## src/rtl/pgr_fft_pair_aligner.sv

```systemverilog
// Aligns sample-RAM read data with its delayed request sideband and regroups
// pair-mode beats into butterfly operand entries held in a FWFT output FIFO.
module pgr_fft_pair_aligner #(
  parameter int DATA_WIDTH    = 18,
  parameter int TWIDDLE_WIDTH = 18,
  parameter int ADDR_WIDTH    = 10,
  parameter int RD_LAT        = 1,
  parameter int FIFO_DEPTH    = 8
) (
  input  logic                     clk,
  input  logic                     rst,
  input  logic                     first_level,
  input  logic                     i_rd_req,
  input  logic [ADDR_WIDTH-1:0]    i_rd_addr,
  input  logic [TWIDDLE_WIDTH-1:0] twiddle_data,
  input  logic [DATA_WIDTH-1:0]    ia_rd_data,
  input  logic [DATA_WIDTH-1:0]    ib_rd_data,
  output logic                     o_vld,
  input  logic                     o_rdy,
  output logic [DATA_WIDTH-1:0]    o_ain,
  output logic [DATA_WIDTH-1:0]    o_bin,
  output logic [TWIDDLE_WIDTH-1:0] o_twiddle,
  output logic [ADDR_WIDTH-1:0]    o_addr,
  output logic                     o_first_lev,
  output logic                     o_afull,
  output logic                     o_pair_err,
  output logic                     o_ovf
);
  localparam int PW = $clog2(FIFO_DEPTH);

  // request delay line, matched to the RAM read latency
  logic [RD_LAT-1:0]                    r_req_d;
  logic [RD_LAT-1:0]                    r_fl_d;
  logic [RD_LAT-1:0][ADDR_WIDTH-1:0]    r_addr_d;
  logic [RD_LAT-1:0][TWIDDLE_WIDTH-1:0] r_tw_d;

  always_ff @(posedge clk) begin
    if (rst) begin
      r_req_d  <= '0;
      r_fl_d   <= '0;
      r_addr_d <= '0;
      r_tw_d   <= '0;
    end else begin
      r_req_d[0]  <= i_rd_req;
      r_fl_d[0]   <= first_level;
      r_addr_d[0] <= i_rd_addr;
      r_tw_d[0]   <= twiddle_data;
      for (int i = 1; i < RD_LAT; i++) begin
        r_req_d[i]  <= r_req_d[i-1];
        r_fl_d[i]   <= r_fl_d[i-1];
        r_addr_d[i] <= r_addr_d[i-1];
        r_tw_d[i]   <= r_tw_d[i-1];
      end
    end
  end

  logic                     w_dv, w_fl_d;
  logic [ADDR_WIDTH-1:0]    w_addr_d;
  logic [TWIDDLE_WIDTH-1:0] w_tw_d;
  assign w_dv     = r_req_d[RD_LAT-1];
  assign w_fl_d   = r_fl_d[RD_LAT-1];
  assign w_addr_d = r_addr_d[RD_LAT-1];
  assign w_tw_d   = r_tw_d[RD_LAT-1];

  // burst tracking and pair regrouping
  logic                     r_dv_q, r_fl_mode, r_phase, r_pair_err;
  logic [DATA_WIDTH-1:0]    r_a0, r_b0;
  logic [TWIDDLE_WIDTH-1:0] r_tw0;
  logic [ADDR_WIDTH-1:0]    r_addr0;
  logic                     r_pend_vld;
  logic [DATA_WIDTH-1:0]    r_pend_a, r_pend_b;
  logic [TWIDDLE_WIDTH-1:0] r_pend_tw;
  logic [ADDR_WIDTH-1:0]    r_pend_addr;

  logic w_start, w_fl_mode, w_phase, w_end_err;
  assign w_start   = w_dv & ~r_dv_q;
  assign w_fl_mode = w_start ? w_fl_d : r_fl_mode;
  assign w_phase   = w_start ? 1'b0 : r_phase;
  assign w_end_err = ~w_dv & r_dv_q & ~r_fl_mode & r_phase;

  always_ff @(posedge clk) begin
    if (rst) begin
      r_dv_q      <= 1'b0;
      r_fl_mode   <= 1'b0;
      r_phase     <= 1'b0;
      r_pair_err  <= 1'b0;
      r_pend_vld  <= 1'b0;
      r_a0        <= '0;
      r_b0        <= '0;
      r_tw0       <= '0;
      r_addr0     <= '0;
      r_pend_a    <= '0;
      r_pend_b    <= '0;
      r_pend_tw   <= '0;
      r_pend_addr <= '0;
    end else begin
      r_dv_q     <= w_dv;
      r_fl_mode  <= w_fl_mode;
      r_pair_err <= w_end_err;
      r_pend_vld <= 1'b0;
      if (w_end_err) r_phase <= 1'b0;
      if (w_dv && !w_fl_mode) begin
        if (!w_phase) begin
          r_a0    <= ia_rd_data;
          r_b0    <= ib_rd_data;
          r_tw0   <= w_tw_d;
          r_addr0 <= w_addr_d;
          r_phase <= 1'b1;
        end else begin
          r_pend_vld  <= 1'b1;
          r_pend_a    <= r_b0;
          r_pend_b    <= ib_rd_data;
          r_pend_tw   <= w_tw_d;
          r_pend_addr <= w_addr_d;
          r_phase     <= 1'b0;
        end
      end else if (w_dv) begin
        r_phase <= 1'b0;
      end
    end
  end

  // a pending half can only follow a phase-1 beat, so it never meets another push
  logic                     w_push, w_p_fl;
  logic [DATA_WIDTH-1:0]    w_p_a, w_p_b;
  logic [TWIDDLE_WIDTH-1:0] w_p_tw;
  logic [ADDR_WIDTH-1:0]    w_p_addr;

  always_comb begin
    w_push   = 1'b0;
    w_p_a    = '0;
    w_p_b    = '0;
    w_p_tw   = '0;
    w_p_addr = '0;
    w_p_fl   = 1'b0;
    if (r_pend_vld) begin
      w_push   = 1'b1;
      w_p_a    = r_pend_a;
      w_p_b    = r_pend_b;
      w_p_tw   = r_pend_tw;
      w_p_addr = r_pend_addr;
    end else if (w_dv && w_fl_mode) begin
      w_push   = 1'b1;
      w_p_a    = ia_rd_data;
      w_p_b    = ib_rd_data;
      w_p_tw   = w_tw_d;
      w_p_addr = w_addr_d;
      w_p_fl   = 1'b1;
    end else if (w_dv && w_phase) begin
      w_push   = 1'b1;
      w_p_a    = r_a0;
      w_p_b    = ia_rd_data;
      w_p_tw   = r_tw0;
      w_p_addr = r_addr0;
    end
  end

  // FWFT output FIFO; pointers carry one extra wrap bit
  logic [DATA_WIDTH-1:0]    r_mem_a    [FIFO_DEPTH];
  logic [DATA_WIDTH-1:0]    r_mem_b    [FIFO_DEPTH];
  logic [TWIDDLE_WIDTH-1:0] r_mem_tw   [FIFO_DEPTH];
  logic [ADDR_WIDTH-1:0]    r_mem_addr [FIFO_DEPTH];
  logic                     r_mem_fl   [FIFO_DEPTH];
  logic [PW:0]              r_wptr, r_rptr;
  logic                     r_ovf;

  logic [PW:0] w_count;
  logic        w_empty, w_full, w_pop, w_wr;
  assign w_count = r_wptr - r_rptr;
  assign w_empty = (r_wptr == r_rptr);
  assign w_full  = (w_count == (PW+1)'(FIFO_DEPTH));
  assign w_pop   = ~w_empty & o_rdy;
  assign w_wr    = w_push & (~w_full | w_pop);

  always_ff @(posedge clk) begin
    if (w_wr) begin
      r_mem_a[r_wptr[PW-1:0]]    <= w_p_a;
      r_mem_b[r_wptr[PW-1:0]]    <= w_p_b;
      r_mem_tw[r_wptr[PW-1:0]]   <= w_p_tw;
      r_mem_addr[r_wptr[PW-1:0]] <= w_p_addr;
      r_mem_fl[r_wptr[PW-1:0]]   <= w_p_fl;
    end
  end

  always_ff @(posedge clk) begin
    if (rst) begin
      r_wptr <= '0;
      r_rptr <= '0;
      r_ovf  <= 1'b0;
    end else begin
      if (w_wr)  r_wptr <= r_wptr + 1'b1;
      if (w_pop) r_rptr <= r_rptr + 1'b1;
      if (w_push && w_full && !w_pop) r_ovf <= 1'b1;
    end
  end

  // head fields read as zero while empty so nothing stale leaks after reset
  assign o_vld       = ~w_empty;
  assign o_ain       = w_empty ? '0 : r_mem_a[r_rptr[PW-1:0]];
  assign o_bin       = w_empty ? '0 : r_mem_b[r_rptr[PW-1:0]];
  assign o_twiddle   = w_empty ? '0 : r_mem_tw[r_rptr[PW-1:0]];
  assign o_addr      = w_empty ? '0 : r_mem_addr[r_rptr[PW-1:0]];
  assign o_first_lev = w_empty ? 1'b0 : r_mem_fl[r_rptr[PW-1:0]];
  assign o_afull     = (FIFO_DEPTH - int'(w_count)) <= (RD_LAT + 2);
  assign o_pair_err  = r_pair_err;
  assign o_ovf       = r_ovf;

endmodule
```

## config.mk

```make
export PLATFORM = sky130hd
export DESIGN_NAME = pgr_fft_pair_aligner
export DESIGN_NICKNAME = d
export VERILOG_FILES = /design/src/rtl/pgr_fft_pair_aligner.sv
export SDC_FILE = /design/constraint.sdc
export NUM_CORES = 1
export LEC_CHECK = 0
export CAP_MARGIN = 0
export CORE_UTILIZATION = 57
export CTS_CLUSTER_DIAMETER = 40
export CTS_CLUSTER_SIZE = 12
export DETAILED_ROUTE_END_ITERATION = 8
export PLACE_DENSITY_LB_ADDON = 0.08
export RECOVER_POWER = 25
export SLEW_MARGIN = 20
export SYNTH_ARGS = -nofsm -noshare
export SYNTH_HDL_FRONTEND = slang
export SYNTH_SLANG_ARGS = --single-unit
```

## constraint.sdc

```tcl
create_clock -name clk -period 10 [get_ports clk]
set_input_delay 1.5 -clock clk [delete_from_list [all_inputs] [get_ports clk]]
set_output_delay 1.5 -clock clk [all_outputs]
set_load 0.005 [all_outputs]
```

==> flow_summary_export.csv, run 1 <==
group,metric,value,unit
layout,syn2layout_area_growth,16.81,%
routing,drt_wl_total,60490,um
sta,fin_ws,4.294,ns
global_route,use_met3,3.658,%
sta,rsz0062_at_grt,"no",
worst_setup_path,required,10.32,ns
clock_network,clock_sinks,695,
floorplanning,initial_core_util,57.86,%
place,hpwl,33030,um
global_route,busiest_layer,"met2",
worst_setup_path,cpPeakStageDelay,2.84,ns
synth,ys_async_sr_fraction,0,%
clock_network,cts_hold_buffers,0,
synth,yosysSeqAreaShare,70.83,%
sta,min_period_over_period,57.06,%
clock_network,post_cts_buffers,0,
synth,synthesis.area,26990,sq um
global_route,grt_pass1_vias,15410,
routing,viasPerCell,6.009,
global_route,grt_usage,25.84,%
worst_setup_path,slowest_stage,"clkbuf_1",
worst_setup_path,cp_top_family,"buffers and inverters",
layout,diodes,0,
global_route,grt_overflow_total,0,
sta,relSlewSlack,-167.1,%
synth,synth_edf_count,520,
worst_setup_path,cp-start-kind,"register",
sta,finClkSkew,0.02447,ns
worst_hold_path,hold_class,"reg -> reg",
worst_setup_path,crit_chain,"nor3b_1 > clkbuf_1 > a221o_1",
clock_network,ctsResizeCount,0,
synth,syn-instance-count,1774,
routing,dr.pass1.iters,8,
routing,vias,15460,
clock_network,cts_root_buf,"clkbuf_16",
floorplanning,fp.dieArea,48230,sq um
global_route,grt_pass1_wl,91490,um
global_route,antenna_found_initial,2,
layout,finalNonFillerCells,2572,
sta,final.setup.tns,0,ns
sta,fmax,0.1753,GHz
routing,remaining_drc_errors,14,
clock_network,clk_pin_slew_worst_paths,0.06,ns
synth,yosys_register_bits,695,
run,maxCapViolations,3,
place,port_buffers,137,
global_route,met1_usage,36.37,%
routing,ant_nets,0,
synth,ys_warn_count,0,
clock_network,cts_buffers,84,
synth,avgSynthCellArea,15.22,sq um
power_and_ir_drop,max-vdd-ir-drop,0.1404,mV
worst_setup_path,cp.arrival,6.03,ns
routing,first_iter_violations,1236,
power_and_ir_drop,powerDensity,204.2,nW/um^2
status,outcome,"complete, but fails checks",
floorplanning,core_area,46650,sq um
floorplanning,die_h,219.6,um
sta,slew_viol_final,228,
worst_setup_path,worstSetupEndpointType,"register",
floorplanning,fp.dieW,219.6,um
status,violations,"DRC, capacitance limit, slew limit",
place,dpl_worst_slack,5.081,ns
sta,setup-violations-final,0,
clock_network,clk-insertion-delay-late,0.62,ns
layout,utilization,67.58,%
routing,wl_per_cell,23.52,um
synth,synth_cell_types,41,
clock_network,cts_buffer_depth,3,
sta,tightest_slew,4.006,ns
floorplanning,row_count,79,
global_route,met2_usage,42.19,%
synth,syn-num-nets,1851,
place,dp.cells,2419,
sta,min_period,5.706,ns
clock_network,cts_tree,"done",
layout,drive_above_1_share,15.57,%
floorplanning,num_io_pins,138,
global_route,grt_max_degree,95,
sta,hold_viol,0,
layout,nets,1975,
clock_network,htreeDepth,3,
place,place.gp.congestion,0.7391,
worst_setup_path,path_buf_inv,1,
synth,yosys_most_used_dff,"edfxtp_1",
worst_setup_path,worstSetupPathType,"reg -> reg",
power_and_ir_drop,p_leak,9.972,nW
worst_setup_path,cp_max_fo,72,
==> sequential cells by signal, indices dropped and copies added (netlist names), 4 cells and up, named ones only <==
| signal | count |
|---|---|
| r_addr_d | 10 |
| r_wptr | 4 |
| r_addr0 | 10 |
| r_tw0 | 18 |
| r_pend_tw | 18 |
| r_b0 | 18 |
| r_mem_addr | 80 |
| r_mem_fl | 8 |
| r_pend_addr | 10 |
| r_pend_b | 18 |
| r_tw_d | 18 |
| r_rptr | 4 |
| r_pend_a | 18 |
| r_mem_a | 144 |
| r_mem_b | 144 |
| r_a0 | 18 |
| r_mem_tw | 144 |
==> cells in the final DEF (no fill, tap or decap), types with 3 or more instances in the layout <==
cell and n:
clkbuf_1 18, mux2i_1 68, clkbuf_8 3, a221o_1 64
clkinv_1 6, ha_1 7, nand3_1 6, clkinvlp_4 5
edfxtp_1 520, dfxtp_4 3, dfxtp_1 172, buf_4 18
a21oi_1 135, mux4_2 130, nand2b_1 4, inv_1 6
clkinv_2 10, nor2b_1 34, clkinv_4 4, inv_4 3
clkbuf_16 87, clkdlybuf4s50_1 136, nor2_1 140, nand2_1 327
bufinv_16 3, inv_6 11, nor2_4 6
==> path summary, 6_finish.rpt <==
path         slack [ns]  startpoint  cells past startpoint              to
min reg2reg        0.45    r_b0[16]                      2    r_pend_a[16]
min                0.45    r_b0[16]                      2    r_pend_a[16]
max                4.29  r_pend_vld                      3  r_mem_b[5][14]
max reg2reg        4.29  r_pend_vld                      3  r_mem_b[5][14]
==> report_power, final <==
group	total [mW]	switching, mW	leakage (nW)	internal (mW)
Combinational	0.416	0.198	2.59	0.218
Clock	2.89	1.17	1.31	1.72
Sequential	3.13	0.0312	6.07	3.10
==> stage by stage <==
step | total power, mW | hold WS [ns] | instance area, sq um
detailed placement | 3.615 | 0.4467 | 28860
global placement | 3.609 | 0.4356 | 28860
finish | 6.438 | 0.4508 | 31530
floorplan | 3.425 | 0.4321 | 26990
global route | 6.637 | 0.4605 | 31530
CTS | 6.489 | 0.4535 | 31540
==> logic make-up (layout without fill, tap and decap cells) <==
logic type / count (synthesis) / in the layout / synth area share, %
AO/OA/AOI/OAI: 207 / 207 / 5.191
adder cells (fa/ha/maj): 8 / 8 / 0.3986
flip-flops: 695 / 695 / 70.83
AND/OR/NAND/NOR: 535 / 535 / 8.028
multiplexers: 199 / 199 / 13.42
XOR/XNOR: 4 / 4 / 0.1576
buffers and inverters: 126 / 317 / 1.975
==> Yosys cell counts (3+ instances only) <==
cell / n / area share [%]
edfxtp_1: 520 / 58
nand2_1: 328 / 4.6
dfxtp_1: 175 / 13
nor2_1: 146 / 2.0
a21oi_1: 135 / 2.5
mux4_2: 130 / 11
clkbuf_1: 75 / 1.0
mux2i_1: 68 / 2.5
a221o_1: 64 / 2.4
nor2b_1: 34 / 0.79
buf_2: 30 / 0.56
buf_1: 8 / 0.11
ha_1: 7 / 0.32
inv_1: 7 / 0.097
nand3_1: 7 / 0.13
buf_4: 6 / 0.17
nand2b_1: 4 / 0.093
nor3_1: 3 / 0.056
==> area by class of cell <==
type                    instances  area, sq um
clock buffers                 108         2293
clock inverters                45        389.1
fillers                      3212        15120
inverters                       7        26.28
multi-input cells             953         7417
flip-flops and latches        695        19130
well taps                     607        759.5
repair buffers                157         1515
==> per-layer routing <==
metal,up-vias,part of all wire [%]
met5,-,0.021
met4,2,2.0
met3,80,6.4
met2,538,49
met1,7921,42
li1,6915,-
==> worst reg2reg max path: cells and delay by family, from the launching register on <==
family | cells | cell delay, ns
buf+inv | 1 | 2.84
simple gates | 1 | 0.52
compound gates | 1 | 0.87
flops | 1 | 1.17
(Power assumes the default switching activity.)
==> inputs of run 2 (changes only) <==
--- a/config.mk
+++ b/config.mk
@@ -6,7 +6,7 @@
 export NUM_CORES = 1
 export LEC_CHECK = 0
 export CAP_MARGIN = 0
-export CORE_UTILIZATION = 57
+export CORE_UTILIZATION = 54
 export CTS_CLUSTER_DIAMETER = 40
 export CTS_CLUSTER_SIZE = 12
 export DETAILED_ROUTE_END_ITERATION = 8
==> constraint.sdc (replaced) <==
create_clock -name clk -period 5.2 [get_ports clk]
set_input_delay 0.78 -clock clk [delete_from_list [all_inputs] [get_ports clk]]
set_output_delay 0.78 -clock clk [all_outputs]
set_load 0.005 [all_outputs]
==> run 2 against run 1 <==
  * The flow finishes with violations (capacitance limit, slew limit)
  * Wire length down 1.7%
  * Clock power is 110% higher
  * Non-clock buffer count is 13 higher
  * Worst setup slack worse by 3.7 ns
  * Power rose by 100%
  * Global-route usage down 1.9 points
  * Flip-flop and latch count is the same
  * Register-to-register slack got worse by 3.7 ns
  * Worst hold slack better by 0.00068 ns
  * Die area increased by 5.5%
  * Critical path type unchanged
  * Largest cell class unchanged
  * Highest routed layer is now met4
==> flow_summary_export.csv, run 2 (synthesized netlist as in run 1, its figures left out) <==
group,metric,value,unit
sta,relSlewSlack,-119.0,%
global_route,grt_pass1_wl,90420,um
status,outcome,"complete, but fails checks",
worst_setup_path,path_buf_inv,2,
sta,setup-violations-final,0,
power_and_ir_drop,sw_frac_of_total,22.23,%
routing,drt_wl_total,59480,um
clock_network,cts_hold_buffers,0,
place,port_buffers,137,
layout,final_cell_mix,"edfxtp_1 (520), nand2_1 (328), dfxtp_1 (171)",
sta,rsz0062_at_grt,"no",
status,violations,"capacitance limit, slew limit",
sta,fmax,0.2190,GHz
sta,finClkSkew,0.02114,ns
place,hpwl,34090,um
worst_setup_path,cp-start-kind,"register",
floorplanning,fp.dieW,225.6,um
floorplanning,core_area,49150,sq um
global_route,grt_pass1_vias,15140,
floorplanning,die_h,225.6,um
sta,min_period,4.565,ns
layout,syn2layout_area_growth,18.92,%
worst_setup_path,cpPeakStageDelay,1.68,ns
clock_network,cts_buffers,88,
routing,dr.pass1.iters,5,
clock_network,ctsResizeCount,0,
global_route,grt_usage,23.94,%
power_and_ir_drop,max-vdd-ir-drop,0.2249,mV
place,placed_cell_area,29190,sq um
layout,finalNonFillerCells,2652,
power_and_ir_drop,p_int,9.992,mW
sta,hold_viol,0,
worst_setup_path,required,5.55,ns
layout,n_fill_cell,3484,
clock_network,clk-insertion-delay-late,0.63,ns
clock_network,cts_buffer_depth,3,
worst_hold_path,hold_class,"reg -> reg",
layout,seq_area,19130,sq um
place,dp.cells,2489,
sta,min_period_over_period,87.80,%
floorplanning,num_io_pins,138,
power_and_ir_drop,p_leak,10.16,nW
sta,tightest_slew,3.285,ns
global_route,antenna_found_initial,0,
floorplanning,row_count,81,
routing,vias,15360,
routing,remaining_drc_errors,0,
clock_network,post_cts_buffers,0,
power_and_ir_drop,powerDensity,400.3,nW/um^2
worst_setup_path,crit_chain,"clkbuf_2 > nor3b_2 > clkbuf_1 > a221o_1",
worst_setup_path,worstSetupEndpointType,"register",
worst_setup_path,r2r_slack,0.63,ns
routing,wl_per_cell,22.43,um
layout,utilization,65.30,%
sta,holdWs,0.4515,ns
power_and_ir_drop,p_switching,2.856,mW
floorplanning,initial_core_util,54.92,%
routing,viasPerCell,5.792,
global_route,grt_overflow_total,0,
layout,multiInputGateArea,7395,sq um
power_and_ir_drop,pwr-share-clk,46.9,%
sta,final.setup.tns,0,ns
layout,design_area,32100,sq um
power_and_ir_drop,power,12.85,mW
clock_network,htreeDepth,3,
power_and_ir_drop,pwr-share-seq,46.9,%
sta,slew_viol_final,349,
routing,ant_nets,0,
global_route,grt_max_degree,109,
worst_setup_path,worstSetupPathType,"reg -> reg",
place,place.gp.congestion,0.7640,
routing,first_iter_violations,1229,
worst_setup_path,cp_max_fo,71,
layout,diodes,0,
layout,nets,1992,
layout,final_common_cell,"edfxtp_1",
layout,drive_above_1_share,16.35,%
worst_setup_path,slowest_stage,"clkbuf_1",
place,dpl_worst_slack,1.343,ns
worst_setup_path,cp.arrival,4.91,ns
clock_network,cts_tree,"done",
run,maxCapViolations,7,
power_and_ir_drop,combPwrFrac,6.3,%
clock_network,clock_sinks,695,
floorplanning,fp.dieArea,50890,sq um
sta,fin_ws,0.6346,ns
clock_network,clk_pin_slew_worst_paths,0.06,ns
clock_network,cts_root_buf,"clkbuf_16",
worst_setup_path,cp_top_family,"buffers and inverters",
## run 2: cell types whose count changed in the layout (fill, tap and decap cells not counted), sizes merged
cell | before | now
dlygate4sd3 | 0 | 2
buf | 19 | 29
clkinv | 21 | 24
bufinv | 3 | 7
clkdlybuf4s50 | 136 | 134
clkbuf | 110 | 113
clkinvlp | 5 | 8
## run 2: tightest hold or removal path: cells and delay by family (launching register included)
kind / cells / cell delay [ns]
AND/OR/NAND/NOR: 1 / 0.06
flip-flops: 1 / 0.31
AO/OA/AOI/OAI: 1 / 0.05
## run 2: path summary, 6_finish.rpt
| path | start | endpoint | cells after the start |
|---|---|---|---|
| worst max register to register | r_pend_vld | r_mem_b[1][2] | 4 |
| worst min-delay path | r_b0[8] | r_pend_a[8] | 2 |
| worst max-delay path | r_pend_vld | r_mem_b[1][2] | 4 |
| worst min register to register | r_b0[8] | r_pend_a[8] | 2 |
## run 2: area by class of cell
cell class,instances,share of cell area (%)
Multi-Input combinational cell,953,23.04
Timing Repair Buffer,170,5.461
Inverter,7,0.08186
Clock inverter,55,2.004
Sequential cell,695,59.61
Tap cell,664,2.588
Clock buffer,108,7.223
## run 2: routing by layer
layer	part of all wire, %	routed length (um)	vias up	global-route usage [%]
met1	45	26970	7848	35.29
met2	47	27870	485	36.66
li1	-	-	6963	-
met5	0	0	-	0
met4	1.6	958	0	7.000
met3	6.2	3678	64	4.385
## run 2: power by group through the flow
stage / Combinational, mW / Clock [mW] / Sequential [mW]
3_5_place_dp: 0.822 / 0 / 6.14
6_report: 0.805 / 6.02 / 6.02
3_3_place_gp: 0.817 / 0 / 6.14
5_1_grt: 0.869 / 6.35 / 6.03
2_1_floorplan: 0.484 / 0 / 6.10
4_1_cts: 0.826 / 6.12 / 6.02
